File: config.mk
export PLATFORM = sky130hd
export DESIGN_NAME = spart_tx_arbiter
export DESIGN_NICKNAME = d
export VERILOG_FILES = /design/src/rtl/spart_tx_arbiter.sv
export SDC_FILE = /design/constraint.sdc
export NUM_CORES = 1
export LEC_CHECK = 0
export ABC_CLOCK_PERIOD_IN_PS = 5140
export CAP_MARGIN = 20
export CORE_ASPECT_RATIO = 0.8
export CORE_MARGIN = 5
export CORE_UTILIZATION = 40
export DETAILED_ROUTE_END_ITERATION = 10
export PLACE_DENSITY = 0.76
export RECOVER_POWER = 100
export SLEW_MARGIN = 15
export SYNTH_ARGS = -nofsm -noshare
export SYNTH_HDL_FRONTEND = slang
export SYNTH_SLANG_ARGS = --single-unit
File: constraint.sdc
create_clock -name clk -period 5.14 [get_ports clk]
set_input_delay 1.028 -clock clk [delete_from_list [all_inputs] [get_ports clk]]
set_output_delay 1.028 -clock clk [all_outputs]
set_load 0.02 [all_outputs]
File: src/rtl/spart_tx_arbiter.sv
// Round-robin arbiter in front of the SPART packing wrapper: latches the winning
// requester's packet, strobes send_tx once, then blocks further sends for GAP_CYCLES.
module spart_tx_arbiter #(
  parameter int NUM_REQ    = 2,
  parameter int GAP_CYCLES = 15000,
  parameter int DATA_W     = 24
) (
  input  logic                      clk,
  input  logic                      rst_n,
  input  logic [NUM_REQ-1:0]        req,
  input  logic [NUM_REQ*DATA_W-1:0] req_data,
  output logic [NUM_REQ-1:0]        gnt,
  output logic [NUM_REQ-1:0]        done,
  output logic                      busy,
  output logic                      send_tx,
  output logic [DATA_W-1:0]         tx_data
);

  localparam int OWN_W = (NUM_REQ > 1) ? $clog2(NUM_REQ) : 1;
  localparam int CNT_W = (GAP_CYCLES > 1) ? $clog2(GAP_CYCLES + 1) : 1;
  localparam logic [OWN_W-1:0] LAST_RST    = OWN_W'(NUM_REQ - 1);
  localparam logic [OWN_W:0]   NUM_REQ_EXT = (OWN_W + 1)'(NUM_REQ);
  localparam logic [CNT_W-1:0] CNT_LOAD    = CNT_W'(GAP_CYCLES - 1);

  typedef enum logic [1:0] {
    S_IDLE = 2'd0,
    S_SEND = 2'd1,
    S_WAIT = 2'd2
  } state_t;

  state_t              r_state;
  logic [OWN_W-1:0]    r_owner;
  logic [OWN_W-1:0]    r_last_owner;
  logic [CNT_W-1:0]    r_cnt;
  logic [DATA_W-1:0]   r_tx_data;
  logic                r_send_tx;
  logic                r_busy;
  logic [NUM_REQ-1:0]  r_gnt;
  logic [NUM_REQ-1:0]  r_done;

  logic                w_found;
  logic [OWN_W-1:0]    w_winner;
  logic [OWN_W:0]      w_sum;
  logic [OWN_W-1:0]    w_idx;
  logic [DATA_W-1:0]   w_win_data;

  state_t              w_state_nxt;
  logic [OWN_W-1:0]    w_owner_nxt;
  logic [OWN_W-1:0]    w_last_nxt;
  logic [CNT_W-1:0]    w_cnt_nxt;
  logic [DATA_W-1:0]   w_tx_nxt;
  logic                w_send_nxt;
  logic                w_busy_nxt;
  logic                w_done_fire;
  logic [NUM_REQ-1:0]  w_gnt_nxt;
  logic [NUM_REQ-1:0]  w_done_nxt;

  // Round-robin pick: first pending request scanning upward from last_owner+1, wrapping.
  always_comb begin
    w_found  = 1'b0;
    w_winner = r_last_owner;
    w_sum    = '0;
    w_idx    = '0;
    for (int k = 1; k <= NUM_REQ; k++) begin
      w_sum = {1'b0, r_last_owner} + (OWN_W + 1)'(k);
      w_sum = (w_sum >= NUM_REQ_EXT) ? (w_sum - NUM_REQ_EXT) : w_sum;
      w_idx = w_sum[OWN_W-1:0];
      if (!w_found && req[w_idx]) begin
        w_found  = 1'b1;
        w_winner = w_idx;
      end else begin
        w_found  = w_found;
      end
    end
  end

  // Packet mux for the current winner.
  always_comb begin
    w_win_data = '0;
    for (int i = 0; i < NUM_REQ; i++) begin
      w_win_data = (w_winner == OWN_W'(i)) ? req_data[i*DATA_W +: DATA_W] : w_win_data;
    end
  end

  // Next-state and datapath updates for IDLE -> SEND -> WAIT -> IDLE.
  always_comb begin
    w_state_nxt = r_state;
    w_owner_nxt = r_owner;
    w_last_nxt  = r_last_owner;
    w_cnt_nxt   = r_cnt;
    w_tx_nxt    = r_tx_data;
    case (r_state)
      S_IDLE: begin
        if (w_found) begin
          w_state_nxt = S_SEND;
          w_owner_nxt = w_winner;
          w_tx_nxt    = w_win_data;
        end else begin
          w_state_nxt = S_IDLE;
        end
      end
      S_SEND: begin
        w_last_nxt  = r_owner;
        w_cnt_nxt   = CNT_LOAD;
        w_state_nxt = S_WAIT;
      end
      S_WAIT: begin
        if (r_cnt == '0) begin
          w_state_nxt = S_IDLE;
        end else begin
          w_cnt_nxt = r_cnt - CNT_W'(1);
        end
      end
      default: begin
        w_state_nxt = S_IDLE;
      end
    endcase
  end

  // Outputs are registered, so they are computed from the state being entered.
  always_comb begin
    w_send_nxt  = (w_state_nxt == S_SEND);
    w_busy_nxt  = (w_state_nxt != S_IDLE);
    w_done_fire = (w_state_nxt == S_WAIT) && (w_cnt_nxt == '0);
    w_gnt_nxt   = '0;
    w_done_nxt  = '0;
    for (int i = 0; i < NUM_REQ; i++) begin
      w_gnt_nxt[i]  = w_send_nxt  && (w_owner_nxt == OWN_W'(i));
      w_done_nxt[i] = w_done_fire && (w_owner_nxt == OWN_W'(i));
    end
  end

  // State, datapath and output registers.
  always_ff @(posedge clk or negedge rst_n) begin
    if (!rst_n) begin
      r_state      <= S_IDLE;
      r_owner      <= '0;
      r_last_owner <= LAST_RST;
      r_cnt        <= '0;
      r_tx_data    <= '0;
      r_send_tx    <= 1'b0;
      r_busy       <= 1'b0;
      r_gnt        <= '0;
      r_done       <= '0;
    end else begin
      r_state      <= w_state_nxt;
      r_owner      <= w_owner_nxt;
      r_last_owner <= w_last_nxt;
      r_cnt        <= w_cnt_nxt;
      r_tx_data    <= w_tx_nxt;
      r_send_tx    <= w_send_nxt;
      r_busy       <= w_busy_nxt;
      r_gnt        <= w_gnt_nxt;
      r_done       <= w_done_nxt;
    end
  end

  assign gnt     = r_gnt;
  assign done    = r_done;
  assign busy    = r_busy;
  assign send_tx = r_send_tx;
  assign tx_data = r_tx_data;

endmodule

* Word level (Yosys, flattened, before mapping) *
Index checks and enable logic that the tools add are counted.
Widths: inputs -> output; s select.

storage, ports and cells
  output and inout port bits = 30
  input port bits = 52
  register bits = 48
  word-level logic and storage cells = 53

cells by class
  add/sub/neg operators = 5
  equality and inequality tests = 4
  multiplexer cells = 18
  reductions and logical operators = 12
  bitwise logic cells = 1
  $lt $le $gt $ge = 4

operators with widths
  kind                   number
  $logic_not 14->1       2
  $pmux 14 s2            1
  $mux 24                1
  $mux 14                1
  $sub 14x1->14 const B  1
  $mux 1                 13
  $logic_and 1x1->1      6
  $pmux 2 s3             1
  $eq 2x1->1 const B     2
  $eq 2x2->1 const B     2
  $ge 2x2->1 const B     2
  $lt 1x2->1 const B     2
  $add 1x1->2 const B    1
  $add 1x2->2 const B    1
  $logic_not 2->1        1
  $mux 2                 1
  $reduce_and 2->1       1
  $reduce_bool 2->1      1
  $sub 1x1->1 const B    2
  $logic_not 1->1        1
  $not 1->1              1

* Depth between registers and ports, before layout *
Gate-level depths: netlist of the first run.

  depth in word-level cells = 14
  mapped depth = 11

* Least setup slack after synthesis of the first run *
Ideal clock, no wire load.

  kind = flip-flop to flip-flop
  start = register r_cnt[8]
  end = register r_done[0] (netlist: done[0])
  required time = 5.039 ns
  period minus slack after synthesis = 2.672 ns
  library setup time = 0.101 ns
  setup slack = 2.468 ns
  stages on the path, launching flop included = 9
  arrival time = 2.572 ns
  cells stage by stage = dfrtp_1 > or4_1 > buf_2 > nor4_4 > or4_1 > o21ai_1 > a21o_1 > or4_4 > nor4_1

on the way
  cells in the longest elaborated chain, start to end = 6
  elaborated cells between the ends (all ways) = 10

RTL lines
  what                                                      line      source
  from (decl)                                               34        logic [CNT_W-1:0] r_cnt;
  from (signal assigned)                                    149       r_cnt <= w_cnt_nxt;
  $sub 14x1->14 / $logic_not 14->1 (equally long branches)  111, 108
  $mux 14 (*)                                               108       if (r_cnt == '0) begin
  $pmux 14 s2 (*)                                           92        case (r_state)
  net w_cnt_nxt[13]                                         50        logic [CNT_W-1:0] w_cnt_nxt;
  $logic_not 14->1 (*)                                      124       w_done_fire = (w_state_nxt == S_WAIT) && (w_cnt_nxt == '0);
  $logic_and 1x1->1 (*)                                     124
  $logic_and 1x1->1 (*)                                     129       w_done_nxt[i] = w_done_fire && (w_owner_nxt == OWN_W'(i));
  net w_done_nxt[0]                                         56        logic [NUM_REQ-1:0] w_done_nxt;
  to (signal assigned)                                      154       r_done <= w_done_nxt;
  to (decl)                                                 39        logic [NUM_REQ-1:0] r_done;

Mark *: on every way through the listed nets, which the timed path passes. The rest lies on a longest branch.
A chain may end at the register's enable or synchronous reset.

* Final worst setup path of the first run *
Ends and elaborated chain as after synthesis.

==> summary.md, run 1 <==
| Metric | Value |
|---|---|
| Post-synth EDFFs | 0 |
| FF-to-FF setup slack | approximately 1.4 ns |
| Yosys cell types | 46 |
| Num rows | 25 |
| Data required time of the critical path | 5.34 ns |
| Area Overhead vs Synth | 38.9% |
| Peak Freq | 264 MHz |
| Setup TNS | 0 ns |
| Post-Layout Cell Count | 405 |
| H-tree Lvls | 2 |
| Clk slew on worst S/H paths | 0.09 ns |
| Worst hold slack | ~0.48 ns |
| CTS Root Cell | clkbuf_8 |
| Worst-Skew Late Latency | 0.30 ns |
| Hold_buf cts | 0 |
| RSZ-0062 raised after global routing | no |
| HPWL after DPL | 5.10 mm |
| Final setup viols | 0 |
| Die H | 79.9 µm |
| Slew headroom | -0.719 |
| Failing checks | max-capacitance violations, max-slew violations |
| FF+latch count, synth | 48 |
| Diodes inserted | 0 |
| Slew Limit Fails | 49 |
| Setup crit end kind | register |
| CP Launch Type | register |
| R2r endpoint | done[0] |
| Post-route DRC | 0 |
| Vias post-DR | 2245 |
| Post-DR wirelength/cell | roughly 17 µm |
| # IOs | 82 |
| Crit path arrival time | 3.98 ns |
| CP Capture Point | done[0] |
| Min-delay worst type | register to register |
| Port Buffers | 81 |
| Final hold violation count | 0 |
| Synth Cell Area | 2440 µm² |
| Skew final | between 0.008 and 0.009 ns |
| WL final | just under 7 mm |
| RePlAce Congestion | 0.952 |
| Vias per cell | approximately 5.5 |
| # placed instances | 397 |
| Ys flop type | dfrtp_1 |
| Initial drt markers | roughly 110 |
| Cell count after synthesis | 247 |
| Starting Density | 0.413 |
| Worst Tran Pin Value | 2.58 ns |
| Status | complete, but fails checks |
| Core Util, Final | 0.574 |
| CTS Buffer Depth | 2 |
| Post CTS Setup Buffer Count | 0 |
| Commonest cells after routing, fill and taps aside | clkdlybuf4s50_1, dfrtp_1, nand2_1 |
| Layout cells sized above 1 | 0.0494 |
| Final nets | 381 |
| Pin count of the biggest net entering global routing | 51 |
| Core box area | 5910 µm² |
| Ys Warns | 0 |
| Worst IR Drop VDD | 122 µV |
| Leakage | ~1.6 nW |
| Final Cycle Share | 0.737 |
| Crit path max fanout | 9 |
| Post-synth ARST share | 1.00 |
| Max-Cap Viols | 2 |
| Sequential share of the synthesized area | 0.492 |
| First-pass GRT wire length | 10.6 mm |
| GR Overflow Total | 0 |
| Die W | 97.4 µm |
| Number of global-route vias before repair | 2111 |
| R2R depth | 7 |
| Power density over the cells | 199 nW/µm² |
| Most common cell after layout, fill and taps aside | clkdlybuf4s50_1 |
| TritonCTS clock tree | built |
| Total CTS buffers | 5 |
| Setup Crit Path Kind | register to register |
| Tot GR Track Use | 0.169 |
| TritonCTS sink count | 48 |
| Min cycle time layout | 3.79 ns |
| Antenna violations before repair | 0 |
| Die area | 7780 µm² |
| # resized after CTS | 0 |
| Syn Nets | ~310 |
| Post-synthesis area per instance | 9.89 µm² |
| DRT antenna net count | 0 |
| CP startpoint | r_cnt[8] |
| Worst r2r src | r_cnt[8] |
| Detailed Routing Iterations Pass 1 | 4 |
==> state kept, by name, summed over array words and instances, names as in the netlist <==
name,cells
tx_data,24
done,2
r_owner,1
r_state,2
r_cnt,14
gnt,2
r_last_owner,1
busy,1
send_tx,1
==> critical path, stage by stage, from the launching register on <==
cell	delay [ns]
dfrtp_1	0.45
or4_1	0.66
nor4_1	1.23
or4_1	0.24
o21ai_0	0.08
a21o_1	0.18
or4_1	0.55
nor4_1	0.28
==> layer usage <==
layer,track usage,routed length [µm]
met5,0,0
met4,0.0595,165
met3,0.0349,458
met2,0.279,3400
met1,0.221,2770
==> cell type report <==
cell class | instances | area, µm²
clock buffer | 7 | 86.3
clock inverter | 1 | 7.51
fill | 522 | 2520
inverter | 9 | 33.8
multi-input combinational | 177 | 1150
sequential | 48 | 1200
tap | 81 | 101
timing repair buffer | 82 | 812
==> cells by family after synthesis <==
group	Yosys count	share of synthesized area
buffers and inverters	22	0.0343
multiplexers	25	0.103
adder cells (fa/ha/maj)	6	0.0307
AND/OR/NAND/NOR	89	0.196
flip-flops	48	0.492
AO/OA/AOI/OAI	57	0.144
==> where the power goes <==
group | internal [W] | total, W | switching, W
combinational | 0.0000423 | 0.0000634 | 0.0000212
sequential | 0.000377 | 0.000377 | 0
clock | 0.000109 | 0.000234 | 0.000125
total | 0.000529 | 0.000675 | 0.000146
==> Yosys cell counts, types with 2 or more instances <==
master,instances,share of area
dfrtp_1,47,0.48
nand2_1,38,0.058
o21ai_0,27,0.055
mux2i_1,24,0.098
clkbuf_1,11,0.017
inv_1,9,0.014
nand3_1,7,0.014
ha_1,6,0.031
nor3_1,6,0.012
nor4_1,6,0.015
or4_1,6,0.018
nor2_1,5,0.0077
a31oi_1,4,0.010
or2_2,4,0.010
a211o_1,3,0.011
a21oi_1,3,0.0061
nand2b_1,3,0.0077
o21ai_1,3,0.0061
a21o_1,2,0.0061
nand3b_1,2,0.0061
o21a_1,2,0.0061
o22ai_1,2,0.0051
o41ai_1,2,0.0072
or3_1,2,0.0051
or4_4,2,0.0092
==> stage by stage <==
stage | power (W) | area (µm²) | worst slack [ns]
after floorplan | 0.000400 | 2440 | 2.47
after global placement | 0.000449 | 3320 | 2.11
after detailed placement | 0.000450 | 3320 | 2.06
after CTS | 0.000684 | 3420 | 2.08
after global routing | 0.000703 | 3390 | 1.14
final | 0.000675 | 3390 | 1.35
==> worst min-delay path by stage <==
| stage | start | to | slack [ns] | cells after the start |
|---|---|---|---|---|
| floorplan | r_owner | r_last_owner | 0.48 | 1 |
| global placement | tx_data[21] | tx_data[21] | 0.46 | 2 |
| detailed placement | tx_data[17] | tx_data[17] | 0.47 | 2 |
| CTS | tx_data[17] | tx_data[17] | 0.49 | 2 |
| global route | tx_data[10] | tx_data[10] | 0.51 | 2 |
| finish | tx_data[17] | tx_data[17] | 0.48 | 2 |
Power figures use the tool's default switching activity.
==> run 2, diff against run 1 <==
--- a/config.mk
+++ b/config.mk
@@ -5,7 +5,7 @@
 export SDC_FILE = /design/constraint.sdc
 export NUM_CORES = 1
 export LEC_CHECK = 0
-export ABC_CLOCK_PERIOD_IN_PS = 5140
+export ABC_CLOCK_PERIOD_IN_PS = 3800
 export CAP_MARGIN = 20
 export CORE_ASPECT_RATIO = 0.8
 export CORE_MARGIN = 5
==> constraint.sdc (replaced) <==
create_clock -name clk -period 3.8 [get_ports clk]
set_input_delay 0.76 -clock clk [delete_from_list [all_inputs] [get_ports clk]]
set_output_delay 0.76 -clock clk [all_outputs]
set_load 0.02 [all_outputs]
==> run 2 against run 1 <==
The run still ends with max-capacitance violations, max-slew violations left. Clock-buffer cell count fell by 1. Via count fell by 2.5%. Wire length rose by 0.75%. Critical path depth fell by 1. Final area rose by 1.5%. Worst hold slack got worse by 0.0020 ns. Final cell count rose by 0.25%. Setup slack got worse by 0.72 ns. Register-to-register slack got worse by 0.65 ns. Clock skew fell by 0.0023 ns. Combinational power rose by 37%. Die area did not move. Highest routed layer unchanged.
==> summary.md, run 2 (synthesized netlist as in run 1, its figures left out) <==
| Metric | Value |
|---|---|
| Total CTS buffers | 5 |
| Layout cells sized above 1 | 0.0585 |
| TritonCTS clock tree | built |
| Min-delay worst type | register to register |
| CP peak stage delay | 1.22 ns |
| Final hold violation count | 0 |
| Core box area | 5910 µm² |
| Clk slew on worst S/H paths | 0.09 ns |
| Failing checks | max-capacitance violations, max-slew violations |
| Worst Tran Pin Value | 2.51 ns |
| Final Cycle Share | 0.834 |
| Die H | 79.9 µm |
| Largest register FFs | 24 |
| Min cycle time layout | 3.17 ns |
| Vias post-DR | around 2200 |
| Data required time of the critical path | 4.00 ns |
| Setup crit end kind | register |
| Crit path arrival time | 3.37 ns |
| Final nets | 382 |
| Antenna violations before repair | 0 |
| Post-route DRC | 0 |
| Post-DR wirelength/cell | between 15 and 20 µm |
| Setup TNS | 0 ns |
| GR Overflow Total | 0 |
| Power density over the cells | 287 nW/µm² |
| HPWL after DPL | approximately 5.1 mm |
| Core Util, Final | 0.582 |
| Family with the most delay on the worst path | buffers and inverters |
| FF-to-FF setup slack | 0.70 ns |
| CP Cell Sequence | clkdlybuf4s50_1, o21ai_2, clkbuf_1, o21a_1, inv_1, nor4_1 |
| WL final | 6.85 mm |
| TritonCTS sink count | 48 |
| # resized after CTS | 0 |
| Area Overhead vs Synth | 40.9% |
| Leakage | 1.60 nW |
| Worst IR Drop VDD | 178 µV |
| RSZ-0062 raised after global routing | no |
| Skew final | 0.00599 ns |
| Hold_buf cts | 0 |
| Num rows | 25 |
| Slowest CP cell | clkbuf_1 |
| Vias per cell | about 5.4 |
| Slew headroom | -0.674 |
| Detailed Routing Iterations Pass 1 | 4 |
| CP bufs+invs | 3 |
| # IOs | 82 |
| Setup Crit Path Kind | input port to register |
| CP Launch Type | input port |
| Initial drt markers | roughly 110 |
| Slew Limit Fails | 100 |
| Status | complete, but fails checks |
| H-tree Lvls | 2 |
| Final setup viols | 0 |
| Diodes inserted | 0 |
| Peak Freq | roughly 320 MHz |
| First-pass GRT wire length | between 10 and 15 mm |
| Number of global-route vias before repair | 2200 |
| Starting Density | 0.413 |
| Pin count of the biggest net entering global routing | 51 |
| CTS Root Cell | clkbuf_8 |
| Die W | 97.4 µm |
| CTS Buffer Depth | 2 |
| Post CTS Setup Buffer Count | 0 |
| Port Buffers | 81 |
| DRT antenna net count | 0 |
| Die area | 7780 µm² |
| RePlAce Congestion | 0.942 |
| Commonest cells after routing, fill and taps aside | clkdlybuf4s50_1, dfrtp_1, nand2_1 |
| Crit path max fanout | 50 |
| Worst-Skew Late Latency | approximately 0.30 ns |
| Most common cell after layout, fill and taps aside | clkdlybuf4s50_1 |
| Tot GR Track Use | 0.179 |
| Total power | 0.000989 W |
| Max-Cap Viols | 2 |
==> run 2: cell count changes in the layout (fill, tap and decap cells not counted) <==
cell | previous run | this run
nor4_1 | 7 | 6
nor4_4 | 0 | 1
bufinv_16 | 0 | 1
clkdlybuf4s50_1 | 49 | 50
clkinvlp_4 | 1 | 0
or4_4 | 0 | 1
or4_1 | 8 | 7
dlygate4sd3_1 | 31 | 30
clkinv_4 | 0 | 1
==> run 2: worst paths after layout <==
path | from | to | cells after the start
setup / recovery | req[1] | done[0] | 6
hold / removal | tx_data[16] | tx_data[16] | 2
setup reg to reg | r_cnt[8] | done[0] | 7
hold reg to reg | tx_data[16] | tx_data[16] | 2
max in group asynchronous | rst_n | busy | 1
min in group asynchronous | rst_n | r_cnt[8] | 1
==> run 2: layer usage <==
layer,global-route usage,share of wire,routed length (µm),vias up
met5,0,0,0,-
li1,-,-,-,1050
met2,0.280,0.49,3340,99
met4,0.0844,0.033,225,0
met3,0.0402,0.061,419,24
met1,0.236,0.42,2870,1016
==> run 2: stage by stage <==
step,hold WS (ns),setup slack (ns),std cells,cell area [µm²]
4_1_cts,0.491,0.746,406,3450
6_report,0.477,0.630,406,3440
5_1_grt,0.504,0.297,406,3440
3_3_place_gp,0.460,0.904,398,3330
2_1_floorplan,0.464,1.13,247,2440
3_5_place_dp,0.470,0.803,398,3330
==> run 2: final cells by class <==
class | count | area [µm²]
tap | 81 | 101
multi-input combinational | 177 | 1170
sequential | 48 | 1200
clock buffer | 6 | 82.6
timing repair buffer | 83 | 816
inverter | 9 | 33.8
clock inverter | 2 | 38.8
fill | 518 | 2470
==> run 2: worst min-delay path: stages, from the launching register on <==
cell	delay, ns
dfrtp_1	0.34
nand2_1	0.04
o21ai_0	0.06
==> run 2: where the power goes <==
part	switching (W)	internal, W	total, W
sequential	0	0.000510	0.000510
combinational	0.0000290	0.0000576	0.0000866
clock	0.000177	0.000215	0.000392
